**src/rtl/read_engine_pkg.sv**
```systemverilog
`default_nettype none
// ============================================================================
//  Module      : read_engine_pkg
//  Description : Shared types and constants for the AFU host read-request
//                engine: parent AFU state encoding, request metadata tags,
//                the start-run control code and the control-line layout.
//  Revision    : 1.0 - initial release
// ============================================================================
package read_engine_pkg;

    localparam int C_ADDR_W  = 42;
    localparam int C_MDATA_W = 16;
    localparam int C_CNT_W   = 32;
    localparam int C_CODE_W  = 32;

    // Parent AFU state as presented on the afu_state port
    typedef enum logic [1:0] {
        AFU_IDLE = 2'd0,
        AFU_CTRL = 2'd1,
        AFU_RUN  = 2'd2,
        AFU_DONE = 2'd3
    } afu_state_e;

    // Metadata tags that let the response path tell control from data lines
    localparam logic [C_MDATA_W-1:0] C_CTRL_MDATA     = 16'h0001;
    localparam logic [C_MDATA_W-1:0] C_RUN_MDATA      = 16'h0002;
    localparam logic [C_CODE_W-1:0]  C_START_RUN_CODE = 32'h0000_0001;

    // Control cache-line contents as decoded by the parent
    typedef struct packed {
        logic [C_CODE_W-1:0] code;
        logic [C_ADDR_W-1:0] rd_addr;
        logic [C_ADDR_W-1:0] wr_addr;
        logic [C_CNT_W-1:0]  num_cls;
    } ctrl_resp_t;

endpackage
`default_nettype wire

```
**src/rtl/read_engine_rd_line_counter.sv**
```systemverilog
`default_nettype none
// ============================================================================
//  Module      : rd_line_counter
//  Description : Data-phase bookkeeping for the read engine. Holds the base
//                line address and line count of the current run, counts the
//                data requests issued and produces the address of the next
//                line plus a "lines remaining" flag.
//  Ports       : clk, reset_n          - clock, async active-low reset
//                load, load_base/num   - start a new run (clears issued)
//                inc                   - one data request issued this cycle
//                issued                - data requests issued so far
//                line_addr             - base + issued (mod 2^ADDR_W)
//                remaining             - issued < num
//  Revision    : 1.0 - initial release
// ============================================================================
module rd_line_counter #(
    parameter int ADDR_W = 42,
    parameter int CNT_W  = 32
) (
    input  logic              clk,
    input  logic              reset_n,
    input  logic              load,
    input  logic [ADDR_W-1:0] load_base,
    input  logic [CNT_W-1:0]  load_num,
    input  logic              inc,
    output logic [CNT_W-1:0]  issued,
    output logic [ADDR_W-1:0] line_addr,
    output logic              remaining
);

    logic [ADDR_W-1:0] r_base;
    logic [CNT_W-1:0]  r_num;
    logic [CNT_W-1:0]  r_issued;

    always_ff @(posedge clk or negedge reset_n) begin
        if (!reset_n) begin
            r_base   <= '0;
            r_num    <= '0;
            r_issued <= '0;
        end else if (load) begin
            r_base   <= load_base;
            r_num    <= load_num;
            r_issued <= '0;
        end else if (inc) begin
            r_issued <= r_issued + 1'b1;
        end
    end

    // Address wraps silently at 2^ADDR_W by truncation
    assign line_addr = r_base + ADDR_W'(r_issued);
    assign remaining = (r_issued < r_num);
    assign issued    = r_issued;

endmodule
`default_nettype wire

```
**src/rtl/read_engine.sv**
```systemverilog
`default_nettype none
// ============================================================================
//  Module      : read_engine
//  Description : Read-request generator for the AFU host read channel.
//                Fetches the control cache line, re-polls until the response
//                carries the start-run code, then streams sequential single-
//                line data reads over the described region. All outputs are
//                registered; a request appears the cycle after it is issued.
//  Ports       : clk, reset_n          - clock, async active-low reset
//                stall                 - suppress request issue this cycle
//                afu_state             - parent state (IDLE/CTRL/RUN/DONE)
//                ctrl_addr             - control-block line address
//                ctrl_resp_*           - decoded control line (valid pulse)
//                rd_valid/mdata/addr   - request to the c0 header builder
//                rd_done               - all data requests issued
//                rd_issued             - data requests issued so far
//                stall_cycles          - stall statistics counter
//  Config      : READ_ENGINE_STATS_EN  - enables the stall_cycles counter;
//                                        otherwise stall_cycles is tied to 0
//  Revision    : 1.0 - initial release
// ============================================================================
module read_engine
    import read_engine_pkg::*;
#(
    parameter int                  ADDR_W         = C_ADDR_W,
    parameter int                  MDATA_W        = C_MDATA_W,
    parameter int                  CNT_W          = C_CNT_W,
    parameter logic [MDATA_W-1:0]  CTRL_MDATA     = MDATA_W'(C_CTRL_MDATA),
    parameter logic [MDATA_W-1:0]  RUN_MDATA      = MDATA_W'(C_RUN_MDATA),
    parameter logic [31:0]         START_RUN_CODE = C_START_RUN_CODE
) (
    input  logic               clk,
    input  logic               reset_n,
    input  logic               stall,
    input  logic [1:0]         afu_state,
    input  logic [ADDR_W-1:0]  ctrl_addr,
    input  logic               ctrl_resp_valid,
    input  logic [31:0]        ctrl_resp_code,
    input  logic [ADDR_W-1:0]  ctrl_resp_rd_addr,
    input  logic [CNT_W-1:0]   ctrl_resp_num_cls,
    output logic               rd_valid,
    output logic [MDATA_W-1:0] rd_mdata,
    output logic [ADDR_W-1:0]  rd_addr,
    output logic               rd_done,
    output logic [CNT_W-1:0]   rd_issued,
    output logic [CNT_W-1:0]   stall_cycles
);

    localparam logic [2:0] S_IDLE      = 3'd0;
    localparam logic [2:0] S_CTRL_REQ  = 3'd1;
    localparam logic [2:0] S_CTRL_WAIT = 3'd2;
    localparam logic [2:0] S_RUN       = 3'd3;
    localparam logic [2:0] S_DONE      = 3'd4;

    logic [2:0]         r_state;
    logic [2:0]         w_state_next;

    afu_state_e         w_afu;
    logic               w_abort;
    logic               w_resp_start;

    logic               w_ctrl_issue;
    logic               w_run_issue;
    logic               w_load;
    logic               w_valid_next;
    logic [MDATA_W-1:0] w_mdata_next;
    logic [ADDR_W-1:0]  w_addr_next;

    logic [ADDR_W-1:0]  w_line_addr;
    logic               w_remaining;

    logic               r_rd_valid;
    logic [MDATA_W-1:0] r_rd_mdata;
    logic [ADDR_W-1:0]  r_rd_addr;
    logic               r_rd_done;

    assign w_afu        = afu_state_e'(afu_state);
    // Parent returning to IDLE overrides every other condition
    assign w_abort      = (w_afu == AFU_IDLE);
    assign w_resp_start = ctrl_resp_valid && (ctrl_resp_code == START_RUN_CODE);

    // ---------------------------------------------------------------- state register
    always_ff @(posedge clk or negedge reset_n) begin
        if (!reset_n) begin
            r_state <= S_IDLE;
        end else begin
            r_state <= w_state_next;
        end
    end

    // ---------------------------------------------------------------- next state
    always_comb begin
        w_state_next = r_state;
        if (w_abort) begin
            w_state_next = S_IDLE;
        end else begin
            case (r_state)
                S_IDLE: begin
                    if (w_afu == AFU_CTRL) w_state_next = S_CTRL_REQ;
                end
                S_CTRL_REQ: begin
                    if (!stall) w_state_next = S_CTRL_WAIT;
                end
                S_CTRL_WAIT: begin
                    if (ctrl_resp_valid) begin
                        if (!w_resp_start)                w_state_next = S_CTRL_REQ;
                        else if (ctrl_resp_num_cls == '0) w_state_next = S_DONE;
                        else                              w_state_next = S_RUN;
                    end
                end
                S_RUN: begin
                    // Leave one cycle after the final request has been counted
                    if (!w_remaining) w_state_next = S_DONE;
                end
                S_DONE:  w_state_next = S_DONE;
                default: w_state_next = S_IDLE;
            endcase
        end
    end

    // ---------------------------------------------------------------- outputs
    always_comb begin
        w_ctrl_issue = 1'b0;
        w_run_issue  = 1'b0;
        w_load       = 1'b0;
        if (!w_abort) begin
            w_ctrl_issue = (r_state == S_CTRL_REQ) && !stall;
            w_run_issue  = (r_state == S_RUN) && !stall && w_remaining;
            w_load       = (r_state == S_CTRL_WAIT) && w_resp_start;
        end
        w_valid_next = w_ctrl_issue || w_run_issue;
        w_mdata_next = r_rd_mdata;
        w_addr_next  = r_rd_addr;
        if (w_ctrl_issue) begin
            w_mdata_next = CTRL_MDATA;
            w_addr_next  = ctrl_addr;
        end else if (w_run_issue) begin
            w_mdata_next = RUN_MDATA;
            w_addr_next  = w_line_addr;
        end
    end

    always_ff @(posedge clk or negedge reset_n) begin
        if (!reset_n) begin
            r_rd_valid <= 1'b0;
            r_rd_mdata <= '0;
            r_rd_addr  <= '0;
            r_rd_done  <= 1'b0;
        end else begin
            r_rd_valid <= w_valid_next;
            r_rd_mdata <= w_mdata_next;
            r_rd_addr  <= w_addr_next;
            r_rd_done  <= (w_state_next == S_DONE);
        end
    end

    rd_line_counter #(
        .ADDR_W (ADDR_W),
        .CNT_W  (CNT_W)
    ) u_line_counter (
        .clk       (clk),
        .reset_n   (reset_n),
        .load      (w_load),
        .load_base (ctrl_resp_rd_addr),
        .load_num  (ctrl_resp_num_cls),
        .inc       (w_run_issue),
        .issued    (rd_issued),
        .line_addr (w_line_addr),
        .remaining (w_remaining)
    );

    assign rd_valid = r_rd_valid;
    assign rd_mdata = r_rd_mdata;
    assign rd_addr  = r_rd_addr;
    assign rd_done  = r_rd_done;

`ifdef READ_ENGINE_STATS_EN
    // Counts cycles a pending request was held back; restarts with each run
    logic [CNT_W-1:0] r_stall_cycles;
    logic             w_stall_hit;
    logic             w_stats_clear;

    assign w_stall_hit   = stall && ((r_state == S_CTRL_REQ) ||
                                     ((r_state == S_RUN) && w_remaining));
    assign w_stats_clear = w_load && (w_state_next == S_RUN);

    always_ff @(posedge clk or negedge reset_n) begin
        if (!reset_n) begin
            r_stall_cycles <= '0;
        end else if (w_stats_clear) begin
            r_stall_cycles <= '0;
        end else if (w_stall_hit && (r_stall_cycles != '1)) begin
            r_stall_cycles <= r_stall_cycles + 1'b1;
        end
    end

    assign stall_cycles = r_stall_cycles;
`else
    assign stall_cycles = '0;
`endif

endmodule
`default_nettype wire

```
**config.mk**
```make
export PLATFORM = sky130hd
export DESIGN_NAME = read_engine
export DESIGN_NICKNAME = d
export VERILOG_FILES = /design/src/rtl/read_engine_pkg.sv /design/src/rtl/read_engine_rd_line_counter.sv /design/src/rtl/read_engine.sv
export SDC_FILE = /design/constraint.sdc
export NUM_CORES = 1
export LEC_CHECK = 0
export ABC_AREA = 1
export CORE_ASPECT_RATIO = 0.75
export CORE_MARGIN = 2
export CORE_UTILIZATION = 43
export DETAILED_ROUTE_END_ITERATION = 16
export GPL_TIMING_DRIVEN = 0
export PLACE_DENSITY = 0.85
export SLEW_MARGIN = 30
export SYNTH_ARGS = -nofsm -noshare
export SYNTH_HDL_FRONTEND = slang
export SYNTH_SLANG_ARGS = --single-unit
```
**constraint.sdc**
```tcl
create_clock -name clk -period 2.45 [get_ports clk]
set_clock_uncertainty 0.2 [all_clocks]
set_input_delay 0.3675 -clock clk [delete_from_list [all_inputs] [get_ports clk]]
set_output_delay 0.3675 -clock clk [all_outputs]
set_load 0.05 [all_outputs]
```
# Word-level counts from Yosys, hierarchy flattened
# Index checks and enable logic that the tools add are counted.
# word_totals
input_bits	154
word_cells	47
output_inout_bits	124
regBits	169
# op_classes
add_sub_neg	2
magnitude_cmp	1
n_mux	17
n_reduce_logical	12
n_eq_ne	7
# op_table
cell	n
2-to-1 mux 42 bit	2
2-to-1 mux 32 bit	2
adder 42 x 32 -> 42 bit	1
adder 32 x 1 -> 32 bit, second input constant	1
== test 32 x 1 -> 1 bit, second input constant	1
zero test 32 bit	1
less-than comparator 32 bit	1
2-to-1 mux 16 bit	2
2-to-1 mux 3 bit	7
one-hot mux 3 bit (5 select lines)	1
== test 3 x 2 -> 1 bit, second input constant	2
== test 3 bit, second input constant	2
logical AND 1 bit	5
nonzero test 2 bit	2
== test 3 x 1 -> 1 bit, second input constant	1
zero test 3 bit	1
2-to-1 mux 1 bit	3
== test 2 x 1 -> 1 bit, second input constant	1
zero test 2 bit	1
zero test 1 bit	1
logical OR 1 bit	1

# Logic depth before layout (Yosys ltp)
# logic_depth
ltp_word	7
mapped_depth	16
depth_no_buf	16

# Hierarchy
# From an unflattened synthesis, not the netlist that was laid out.
# hier_totals
hier_cells	1665
area_unflattened_um2	11404.7
# modules_own_cells
module	cells_each	area_each_um2	instances	seq_area_each_um2
rd_line_counter	1277	8298.0	1	2652.5
read_engine	388	3106.7	1	1226.2

# Worst setup path before layout
# Ideal clock, no wire load.
# synth_timing
path_kind	flip-flop to flip-flop
from	register u_line_counter.r_issued[0] (netlist: u_line_counter.issued[0])
to	register r_rd_addr[40] (netlist: rd_addr[40])
arrival_time_ns	2.353
n_path_buf	0
synth_period_minus_slack_ns	2.680
required_time_ns	2.123
slack_ns	-0.230
path_stages_with_launch	16
setup_ns	0.127
path_cell_list	dfrtp_1 ha_1 inv_1 fa_1 nor2_1 o21ai_0 nand2_1 nand2_1 nand2_1 nand2_1 nand2_1 nand2_1 nand2_1 nand2_1 nand2_1 nand3_1
# synth_via
elab_chain_len	4
elab_cells_between_ends	7
cone_classes	add/sub (1); order compare (1); mux (3); reduce/logical (2)
# synth_lines
item	line	source
from (decl)	read_engine_rd_line_counter.sv:33	logic [CNT_W-1:0] r_issued;
from (signal assigned)	read_engine_rd_line_counter.sv:45	r_issued <= r_issued + 1'b1;
parallel branches: the longest is 4 deep, another holds adder 42 x 32 -> 42 bit	-	
to (signal assigned)	read_engine.sv:152	r_rd_addr <= w_addr_next;
to (decl)	read_engine.sv:74	logic [ADDR_W-1:0] r_rd_addr;
# Parallel ways; which one is timed is not known. The select of a mux whose other input is x is not followed.
# A chain may end at the register's enable or synchronous reset.

# Final worst setup path
# layout_timing
from	register u_line_counter.r_issued[7] (netlist: u_line_counter.issued[7])
to	register r_rd_addr[29] (netlist: rd_addr[29])
# The elaborated chain is that of the path after synthesis.

==> flow_summary_export.csv <==
group,metric,value,unit
detailed_routing,drt-wirelength-per-cell,19.0,microns
pwr,p_total,8.90,mW
layout,final_cell_mix,"476 x nand2_1, 233 x inv_1, 221 x clkdlybuf4s50_1, 144 x nand3_1, 123 x dfrtp_1",
worst_setup_path,crit_fanout,6,
floorplanning,die_h,147,microns
global_routing,grt_usage,0.299,
clock_tree,cts_tree,"yes",
floorplanning,initial_core_util,0.437,
detailed_routing,drt-vias-per-instance,5.34,
timing,rsz0062_at_grt,"true",
synthesis,async_flop_share,1.00,
synthesis,yosysWarnings,0,
worst_setup_path,reg2reg_depth,14,
detailed_routing,dr.pass1.iters,5,
timing,worstMarginPinSlew,0.660,ns
clock_tree,insertion_delay,0.45,ns
detailed_routing,dr_wl_met2,20800,microns
timing,max_freq,396,MHz
global_routing,grt_max_degree,65,
place,port_buffers,231,
timing,fin_crit,2.53,ns
clock_tree,numCtsBuffers,17,
job,max_cap_viol_count,0,
clock_tree,clkTransAtPathRegs,0.07,ns
timing,period_share,1.03,
global_routing,grt_pass1_vias,11904,
place,dp_slack,-0.652,ns
worst_setup_path,critical_path_class,"reg2reg",
detailed_routing,antenna_left,0,
worst_setup_path,setup.worst_path.start_class,"flip-flop",
clock_tree,clkSinkCount,155,
detailed_routing,highest_layer,"met4",
synthesis,synth.distinct_cells,38,
detailed_routing,vias,13051,
worst_setup_path,reg2reg_to,"rd_addr[29]$_DFFE_PN0P_",
synthesis,ys.flop_type,"dfrtp_1",
detailed_routing,wl,46300,microns
timing,slew_headroom,0.557,
detailed_routing,met3_length,4620,microns
worst_setup_path,required,2.63,ns
pwr,vdd_ir_drop_max,0.000465,V
layout,final_nets,2299,
synthesis,synth_edf_count,0,
layout,antenna_cells,0,
synthesis,yosysSeqAreaShare,0.329,
clock_tree,clockRootBuffer,"clkbuf_16",
synthesis,synth_cells,1695,
layout,layout.cells.most_common,"nand2_1",
run_status,outcome,"complete, but fails checks",
place,place_congestion,1.03,
floorplanning,die_x,195,microns
pwr,power.density,504,nW/um^2
global_routing,grt_pass1_wl,66000,microns
detailed_routing,drt_iter0_drc,1183,
global_routing,overflow,0,
floorplanning,core-area,26900,sq um
clock_tree,htree_levels,4,
worst_setup_path,r2r_setup_slack,-0.08,ns
synthesis,synth_area,11800,sq um
run_status,violations,"setup timing",
layout,utilization,0.655,
detailed_routing,route.detailed.drc,0,
pwr,leakagePower,8.78,nW
floorplanning,fp-row-count,52,
detailed_routing,wl_met1,19900,microns
worst_setup_path,worst_setup_path_end_kind,"flip-flop",
clock_tree,cts_buffer_depth,2,
timing,hold_viol,0,
floorplanning,die-area,28700,sq um
synthesis,ys_seq_elements,155,
layout,drive_gt1_frac,0.238,
timing,finalSetupViolCount,39,
floorplanning,io_pins,278,
layout,synthToLayoutAreaGrowth,50.0,%
synthesis,synth_area_per_cell,6.95,sq um
place,hpwl,33500,microns
global_routing,antenna_found_initial,0,
worst_setup_path,crit_arrival,2.71,ns
min_path,hold_path.class,"in2async",
timing,slew_violations,0,
timing,worst_slack,-0.0757,ns
worst_setup_path,regToRegStartpoint,"u_line_counter.issued[7]$_DFFE_PN0P_",
[layer usage]
| metal | track usage | vias to the layer above |
|---|---|---|
| met5 | 0 | - |
| met4 | 0.0809 | 0 |
| met3 | 0.0675 | 85 |
| met2 | 0.454 | 690 |
| met1 | 0.429 | 6195 |
| li1 | - | 6081 |
[cells in the mapped netlist, drive strengths merged (31+ instances only)]
library cell  count  area [sq um]
o21ai            46           230
dfrtp           155          3880
inv             240           901
nand4            35           231
nand2           534          2010
nand3           195           993
ha               64           801
a21oi            55           275
buf              73           549
nor2            129           504
nor3             43           230
mux2             31           465
xor2             38           333
[cells by family (layout without fill, tap and decap cells)]
logic type,count (synthesis),count (layout),share of synthesized area
simple gates,956,956,0.348
buf+inv,328,681,0.128
flops,155,155,0.329
compound gates,108,108,0.0471
fa+ha+maj,65,65,0.0697
xor+xnor,51,51,0.0379
mux,31,31,0.0395
other cells,1,46,0.000319
[final cells by class]
| class | instances | area (sq um) |
|---|---|---|
| clock inverter | 13 | 191 |
| buffer | 88 | 708 |
| fill | 2267 | 9280 |
| clock buffer | 19 | 443 |
| multi-input combinational | 1257 | 7800 |
| inverter | 240 | 913 |
| tap | 351 | 439 |
| timing repair buffer | 321 | 3240 |
| sequential | 155 | 3920 |
[what timing repair did]
action / 4_1_cts / 5_1_grt
cloned: 1 / 7
resized for setup: 108 / 242
endpoints found under the setup margin: 95 / 80
hold endpoints to repair: 57 / 0
hold buffers: 1 / 0
buffers inserted: 39 / 40
pin swaps: 6 / 68
[worst max-delay path by stage]
stage,startpoint,end,slack [ns],cells past startpoint
finish,u_line_counter.issued[7]$_DFFE_PN0P_,rd_addr[29]$_DFFE_PN0P_,-0.08,14
global route,u_line_counter.issued[5]$_DFFE_PN0P_,rd_addr[34]$_DFFE_PN0P_,-0.14,17
CTS,u_line_counter.issued[16]$_DFFE_PN0P_,rd_addr[31]$_DFFE_PN0P_,-0.006,13
detailed placement,ctrl_resp_code[11],u_line_counter.r_base[34]$_DFFE_PN0P_,-0.65,7
global placement,reset_n,u_line_counter.issued[27]$_DFFE_PN0P_,-6.05,1
floorplan,u_line_counter.issued[31]$_DFFE_PN0P_,u_line_counter.issued[12]$_DFFE_PN0P_,0.006,11
[stage by stage]
stage                     cells  hold slack, ns   TNS, ns  area (sq um)
after CTS                  2397           0.223  -0.00909         16200
after floorplan            1740          -0.128         0         12000
after detailed placement   2324           0.100    -51.43         14800
after global routing       2444           0.252     -3.72         17700
final                      2444           0.219    -0.710         17700
after global placement     2322           0.260   -895.22         14700
[critical path: stages (launching register included)]
cell	delay, ns
dfrtp_2	0.48
ha_4	0.28
nand2_4	0.06
inv_2	0.04
nor3_2	0.24
nand2_2	0.09
nand2_2	0.08
nand2_4	0.07
nand2_4	0.11
nand3_4	0.09
nor2_4	0.18
buf_12	0.17
buf_8	0.14
nand2_1	0.10
nand3_1	0.10
[report_power, final]
part / internal (mW) / switching, mW / total (mW)
clock: 1.74 / 1.21 / 2.95
sequential: 2.88 / 0.202 / 3.08
combinational: 1.02 / 1.85 / 2.87
total: 5.64 / 3.26 / 8.90
[sequential cells by signal, indices dropped and copies added (netlist names)]
signal,flops
rd_mdata,2
rd_done,1
rd_addr,42
rd_valid,1
r_state,3
u_line_counter.r_num,32
u_line_counter.r_base,42
u_line_counter.issued,32
Power figures use the tool's default switching activity.
